--- src/rtl/alu_pkg.sv ---
// Shared ALU opcode constants and the sequential multiplier state encoding.
package alu_pkg;

  localparam logic [4:0] ALU_ADD = 5'd0;
  localparam logic [4:0] ALU_SUB = 5'd1;
  localparam logic [4:0] ALU_AND = 5'd2;
  localparam logic [4:0] ALU_OR  = 5'd3;
  localparam logic [4:0] ALU_SLL = 5'd4;
  localparam logic [4:0] ALU_SRA = 5'd5;

  typedef enum logic [2:0] {
    ST_IDLE = 3'd0,
    ST_INIT = 3'd1,
    ST_DBL  = 3'd2,
    ST_ADD  = 3'd3,
    ST_DONE = 3'd4
  } mult_state_e;

endpackage

--- src/rtl/alu_mult_seq.sv ---
// Signed 32x32 shift-and-add multiplier that borrows an external ALU; fixed 64-cycle latency.
// The multiplier MSB carries weight -2^31, so INIT seeds acc with -A and the remaining bits are added MSB first.
module alu_mult_seq
  import alu_pkg::*;
#(
  parameter int COUNT_W = 5
) (
  input  logic        clock,
  input  logic        reset,
  input  logic        ctrl_MULT,
  input  logic [31:0] data_operandA,
  input  logic [31:0] data_operandB,
  output logic [31:0] alu_operandA,
  output logic [31:0] alu_operandB,
  output logic [4:0]  alu_opcode,
  output logic [4:0]  alu_shamt,
  input  logic [31:0] alu_result,
  input  logic        alu_overflow,
  output logic [31:0] data_result,
  output logic        data_exception,
  output logic        data_resultRDY,
  output logic        busy
);

  mult_state_e        state_q;
  logic [31:0]        a_q;
  logic [31:0]        b_q;
  logic [31:0]        acc_q;
  logic [COUNT_W-1:0] count_q;
  logic               exc_q;
  logic [31:0]        result_q;
  logic               exc_out_q;
  logic               rdy_q;
  logic               busy_q;

  always_comb begin
    alu_operandA = 32'd0;
    alu_operandB = 32'd0;
    alu_opcode   = ALU_ADD;
    case (state_q)
      ST_INIT: begin
        if (b_q[31]) begin
          alu_opcode   = ALU_SUB;
          alu_operandB = a_q;
        end
      end
      ST_DBL: begin
        alu_operandA = acc_q;
        alu_operandB = acc_q;
      end
      ST_ADD: begin
        alu_operandA = acc_q;
        alu_operandB = b_q[count_q] ? a_q : 32'd0;
      end
      default: ;
    endcase
  end

  assign alu_shamt      = 5'd0;
  assign data_result    = result_q;
  assign data_exception = exc_out_q;
  assign data_resultRDY = rdy_q;
  assign busy           = busy_q;

  always_ff @(posedge clock) begin
    if (reset) begin
      state_q   <= ST_IDLE;
      a_q       <= 32'd0;
      b_q       <= 32'd0;
      acc_q     <= 32'd0;
      count_q   <= '0;
      exc_q     <= 1'b0;
      result_q  <= 32'd0;
      exc_out_q <= 1'b0;
      rdy_q     <= 1'b0;
      busy_q    <= 1'b0;
    end else begin
      rdy_q <= 1'b0;
      case (state_q)
        ST_IDLE: begin
          if (ctrl_MULT) begin
            a_q     <= data_operandA;
            b_q     <= data_operandB;
            count_q <= COUNT_W'(30);
            exc_q   <= 1'b0;
            busy_q  <= 1'b1;
            state_q <= ST_INIT;
          end
        end
        ST_INIT: begin
          // -(-2^31) is the only negation that does not fit
          acc_q   <= alu_result;
          exc_q   <= b_q[31] & (a_q == 32'h8000_0000);
          state_q <= ST_DBL;
        end
        ST_DBL: begin
          acc_q   <= alu_result;
          exc_q   <= exc_q | alu_overflow;
          state_q <= ST_ADD;
        end
        ST_ADD: begin
          acc_q <= alu_result;
          exc_q <= exc_q | alu_overflow;
          if (count_q == '0) begin
            state_q <= ST_DONE;
          end else begin
            count_q <= count_q - 1'b1;
            state_q <= ST_DBL;
          end
        end
        ST_DONE: begin
          rdy_q     <= 1'b1;
          result_q  <= acc_q;
          exc_out_q <= exc_q;
          busy_q    <= 1'b0;
          state_q   <= ST_IDLE;
        end
        default: state_q <= ST_IDLE;
      endcase
    end
  end

endmodule

--- config.mk ---
export PLATFORM = sky130hd
export DESIGN_NAME = alu_mult_seq
export DESIGN_NICKNAME = d
export VERILOG_FILES = /design/src/rtl/alu_pkg.sv /design/src/rtl/alu_mult_seq.sv
export SDC_FILE = /design/constraint.sdc
export NUM_CORES = 1
export LEC_CHECK = 0
export BUFFER_PORTS_ARGS = -buffer_cell sky130_fd_sc_hd__buf_4
export CORE_MARGIN = 8
export CORE_UTILIZATION = 29
export DETAILED_ROUTE_END_ITERATION = 10
export GPL_ROUTABILITY_DRIVEN = 0
export REMOVE_ABC_BUFFERS = 1
export SLEW_MARGIN = 10
export SYNTH_ARGS = -nofsm -noshare
export SYNTH_HDL_FRONTEND = slang
export SYNTH_SLANG_ARGS = --single-unit
--- constraint.sdc ---
create_clock -name clock -period 1.7 [get_ports clock]
set_input_delay 0.17 -clock clock [delete_from_list [all_inputs] [get_ports clock]]
set_output_delay 0.17 -clock clock [all_outputs]
set_load 0.01 [all_outputs]
* Word level (Yosys, flattened, before mapping)
Cells that the tools add are included. W data, S select, Z words.
Word-level totals: output and inout port bits 109, input bits 100, flip-flop bits (word level) 140
Operators by class: add/sub/neg operators 1, $lt $le $gt $ge 1, eq/ne operators 7, mux-type cells 19, reduce and logical (&&, ||, !) cells 11, bitwise logic cells 2
Operators with widths (count):
- $mux W32 | 3
- $pmux W32 S3 | 1
- $eq A32 B32 Y1 const B | 1
- $pmux W3 S4 | 1
- $mux W5 | 2
- $pmux W5 S2 | 1
- $eq A3 B2 Y1 const B | 2
- $lt A5 B6 Y1 const B | 1
- $mux W1 | 6
- $mux W3 | 2
- $reduce_and A2 Y1 | 3
- $bmux W1 S5 | 1
- $logic_not A5 Y1 | 1
- $sub A5 B1 Y5 const B | 1
- $ne A2 B2 Y1 const B | 2
- $reduce_bool A2 Y1 | 2
- $eq A3 B1 Y1 const B | 1
- $eq A3 B3 Y1 const B | 1
- $logic_not A3 Y1 | 1
- $pmux W1 S3 | 1
- $reduce_and A3 Y1 | 1
- $reduce_bool A3 Y1 | 1
- $reduce_or A3 Y1 | 1
- $pmux W1 S2 | 1
- other kinds (3) | 3

* Logic depth before layout (Yosys ltp)
word-level depth 4, depth in mapped cells 8, mapped depth without buffers 7

* Least setup slack after synthesis
OpenSTA, ideal clock, no wires.
path type register to output, start point register count_q[0], end point output alu_operandB[0], cell stages (with the launch flop) 8, path buffers 2, arrival time 1.724 ns, setup slack -0.194 ns, data required time 1.530 ns, cells stage by stage dfxtp_1 buf_6 mux4_2 nand3_1 o21ai_2 nor4b_4 buf_6 o31ai_1
On the way: cells in the longest elaborated chain, start to end 4
Ends and longest elaborated chain:
- start: declaration | RTL line alu_mult_seq.sv:29 | logic [COUNT_W-1:0] count_q;
- start signal: assignment | RTL line alu_mult_seq.sv:107 | count_q <= count_q - 1'b1;
- $bmux W1 S5 | RTL line alu_mult_seq.sv:53 | alu_operandB = b_q[count_q] ? a_q : 32'd0;
- $mux W1 (not written as such) | RTL line alu_mult_seq.sv:53
- $mux W32 | RTL line alu_mult_seq.sv:53
- $pmux W32 S3 | RTL line alu_mult_seq.sv:40 | case (state_q)
- end: declaration | RTL line alu_mult_seq.sv:14 | output logic [31:0] alu_operandB,
Every way passes these cells. The select of a mux whose other input is x is not followed.

* Worst setup path in the final report
start point register count_q[0], end point output alu_operandB[11]
Same word-level chain as after synthesis.

==> impl.org <==
** Timing
- Period Utilization, post-route :: 149%
- Headroom to the max-slew limit came out at 54.3%.
- On the final layout, the worst clock skew is 0.0119 ns.
- Counting I/O delays and the setup requirement, the final critical path takes 2.54 ns.
- The hold violation total from the final report was 0.
- Setup violations remaining at the end of the flow were counted as 71.
- Final Worst Setup Slack :: -0.839 ns
- Timing would allow up to 394 MHz.
- Unrepaired setup endpoints after global routing :: yes
- Summed over all failing endpoints, the final setup total negative slack is -30.52 ns.
- Transition time of the tightest slew-check pin :: 0.676 ns
- The max-slew violation total from the final report was 0.

** Drt
- Detailed routing placed a total of 1.79 mm of wire on met3.
- The routed layout has 7007 vias.
- Pre-Repair DR Iteration Count :: 5
- Iteration-0 DRC count of the detailed router :: 503
- Top Layer Used :: met4
- After detailed routing, the met2 layer carries 12.7 mm of wire.
- Post-DRT Antenna Nets :: 0
- Detailed-route vias per instance :: 4.89
- For this run, design rule violations remaining after detail routing come to 0.
- After detailed routing, the average wire length per cell comes to 18.4 µm.
- M1 wire length :: 11.2 mm
- Wire length after detailed routing :: 26.4 mm

** Synth
- Simple-gate area share of the yosys netlist :: 25.4%
- Counting flops with a built-in enable in the synthesized netlist gives 0.
- Adder and majority cell fraction of the synthesized area :: 0.397%
- Count of state elements after synthesis :: 140
- Summing the areas of all compound-gate instances in the mapped netlist gives 19.6% of the synthesized area.
- After synthesis, the largest family of logic cells by area is simple AND/OR/NAND/NOR gates.
- In the synthesized netlist, mux cells make up 3.19% of the area.
- In the synthesized netlist the async set-or-reset flop fraction comes to 0%.
- For this run, the register share of the synthesized area comes to 44.4%.
- Yosys warning count :: 0
- In this run the mean area of a mapped cell was 7.70 µm².
- The number of different library cells used by synthesis comes to 42.
- For this run, the leading register cell type out of synthesis is dfxtp_1.
- The synthesized netlist occupies a cell area of 6310 µm².
- After Yosys synthesis, XOR and XNOR cells account for 0.278% of the synthesized area.
- The cell count after synthesis came out at 820.

** Floorplan
- Die Footprint :: 26700 µm²
- The initial utilization of the core area, before any placement, comes to 29.2%.
- In this run the standard cell core region covers 21600 µm².
- The floorplan has 54 rows.
- Ports :: 209
- Measured along the x axis, the die boundary spans 164 µm.
- The die is 164 µm tall.

** Power and ir drop
- Gate power share :: 22.1%
- Internal power comes to 7.20 mW.
- Power share of the clock group :: 41.0%
- In this run, flip-flops and latches consume 36.8% of the power.
- Summed over all nets, the switching power comes to 2.80 mW.
- Peak VDD IR :: 0.000628 V
- Power after layout :: 10.0 mW
- In this run the static leakage power is 4.43 nW.
- Share of total power consumed by net switching :: 28.0%
- Power density over cell area :: 917 nW/µm²

** Finish
- The library cell used most frequently in the layout, excluding fill and tap cells, is nand2_1.
- Commonest cells after routing, fill and taps aside :: nand2_1 (294), buf_4 (215), dfxtp_1 (134)
- In the final design database the tool counted 1242 nets.
- Final design area excluding fillers :: 10900 µm²
- Area added between synthesis and finish :: 72.9%
- In the final layout, the share of cells above drive strength 1 is 36.2%.
- Once layout is complete, the utilization of the core stands at 50.5%.
- Inserted Diodes :: 0

** Setup path
- Worst Setup End Kind :: primary output
- Worst-path fanout max :: 8
- Among cell families on the critical path, the largest total delay comes from buffers and inverters.
- For this design, the slowest cell found on the critical path is mux4_2.
- Biggest cell delay along the critical path :: 0.51 ns
- The worst setup path is of the reg2out kind.
- Data arrives at the worst endpoint at 2.37 ns.
- Required arrival time at the worst endpoint :: 1.53 ns
- Combined buffer and inverter count along the critical path :: 3
- Traced cell by cell, the critical path runs through mux4_2 -> nand3_2 -> o21ai_2 -> nor4b_4 -> buf_6 -> clkbuf_16 -> o31ai_2 -> buf_4.
- The worst setup path is launched from a flip-flop.

** Clock network
- After clock tree synthesis, the clock-pin slew on the worst setup and hold paths is 0.06 ns.
- Clock latency on the worst-skew pair :: 0.42 ns
- Clock tree synthesis found a total of 140 sinks.
- Max clock buf depth :: 2
- Clock buffers created by TritonCTS :: 17
- TritonCTS built the clock tree.
- Root cell of the clock tree :: clkbuf_16
- H-tree depth reported by CTS :: 4

** Placed design
- Input and output buffers added on the ports amount to 199.
- Summing all placed instances gives a cell area of 8450 µm².
- Once detailed placement completed, the half-perimeter wirelength came to 16.9 mm.

** GRT
- The via count of the first global-routing pass came to 7028.
- The initial antenna violation count was 0.
- Summed over all layers, the global routing overflow is 0.
- Wire length of the first global-routing pass :: 38.3 mm
- Entering global routing, the biggest net connects 46 pins.
- For this run, the total global-route usage over all layers was measured as 18.3%.

** Flow run
- Max-cap violations :: 0

** Worst hold path
- The min-delay analysis places its worst path in the category in2reg.

** Run status
- The checks that failed: setup timing.
- Outcome :: finished, violations left
-- per-stage QoR --
stage,worst slack (ns),hold WS (ns),std cells
2_1_floorplan,-4.66,0.239,749
3_3_place_gp,-0.477,0.416,1289
3_5_place_dp,-0.533,0.425,1289
4_1_cts,-0.840,0.00140,1423
5_1_grt,-0.901,0.0119,1432
6_report,-0.839,0.0251,1432
-- final timing paths --
check	from	endpoint	slack [ns]	cells past startpoint
setup / recovery	count_q[0]	alu_operandB[11]	-0.84	8
hold / removal	data_operandA[18]	a_q[18]	0.03	3
setup reg to reg	count_q[0]	count_q[2]	-0.14	10
hold reg to reg	b_q[24]	b_q[24]	0.46	2
-- cell families (layout without fill, tap and decap cells) --
kind of cell    count (synthesis)  in the layout
buf+inv                        82            406
compound gates                208            208
flops                         140            140
xor+xnor                        2              2
mux                            12             12
other cells                     1              9
fa+ha+maj                       2              2
simple gates                  373            373
-- area by class of cell --
cell class / count / area, µm²
Timing Repair Buffer: 372 / 3570
Sequential cell: 140 / 2820
Clock inverter: 13 / 215
Clock buffer: 18 / 429
Tap cell: 280 / 350
Multi-Input combinational cell: 606 / 3510
Inverter: 3 / 16.3
Fill cell: 1994 / 10700
-- cells in the mapped netlist (5+ instances only) --
library cell,instances,area share [%]
and2_1,34,3.4
dfxtp_1,140,44
o31ai_1,31,3.7
mux4_2,5,1.8
buf_4,11,1.3
clkbuf_1,54,3.2
nor4_1,9,0.89
buf_6,8,1.4
a21oi_1,132,10
nand2_1,295,18
a22oi_1,32,3.8
buf_2,5,0.40
nor2_1,12,0.71
-- tightest hold or removal path: stages --
cell	delay, ns
buf_4	0.11
nand2_1	0.05
a21oi_1	0.05
-- registers in the layout (all words and copies together), names as in the netlist --
signal,count
busy,1
data_result,32
state_q,3
b_q,32
exc_q,1
data_resultRDY,1
count_q,5
data_exception,1
a_q,32
acc_q,32
-- timing repair --
item,CTS,global route
cloned,6,4
buffers inserted,15,8
hold buffers,82,0
hold endpoints to repair,82,0
setup endpoints to repair,98,109
pin swaps,9,14
resized for setup,88,59
-- power groups by stage --
stage,Sequential (mW),Combinational (mW),Clock [mW]
after global routing,3.71,2.36,4.30
after floorplan,3.69,0.671,0
after CTS,3.68,1.95,4.17
final,3.68,2.22,4.11
after detailed placement,3.75,1.51,0
after global placement,3.74,1.50,0
-- metal layers --
metal  up-vias  global-route usage (%)
li1       3410                       -
met1      3291                    22.3
met2       260                    31.0
met3        46                    4.59
met4         0                    6.28
met5         -                       0
(Power assumes the default switching activity.)
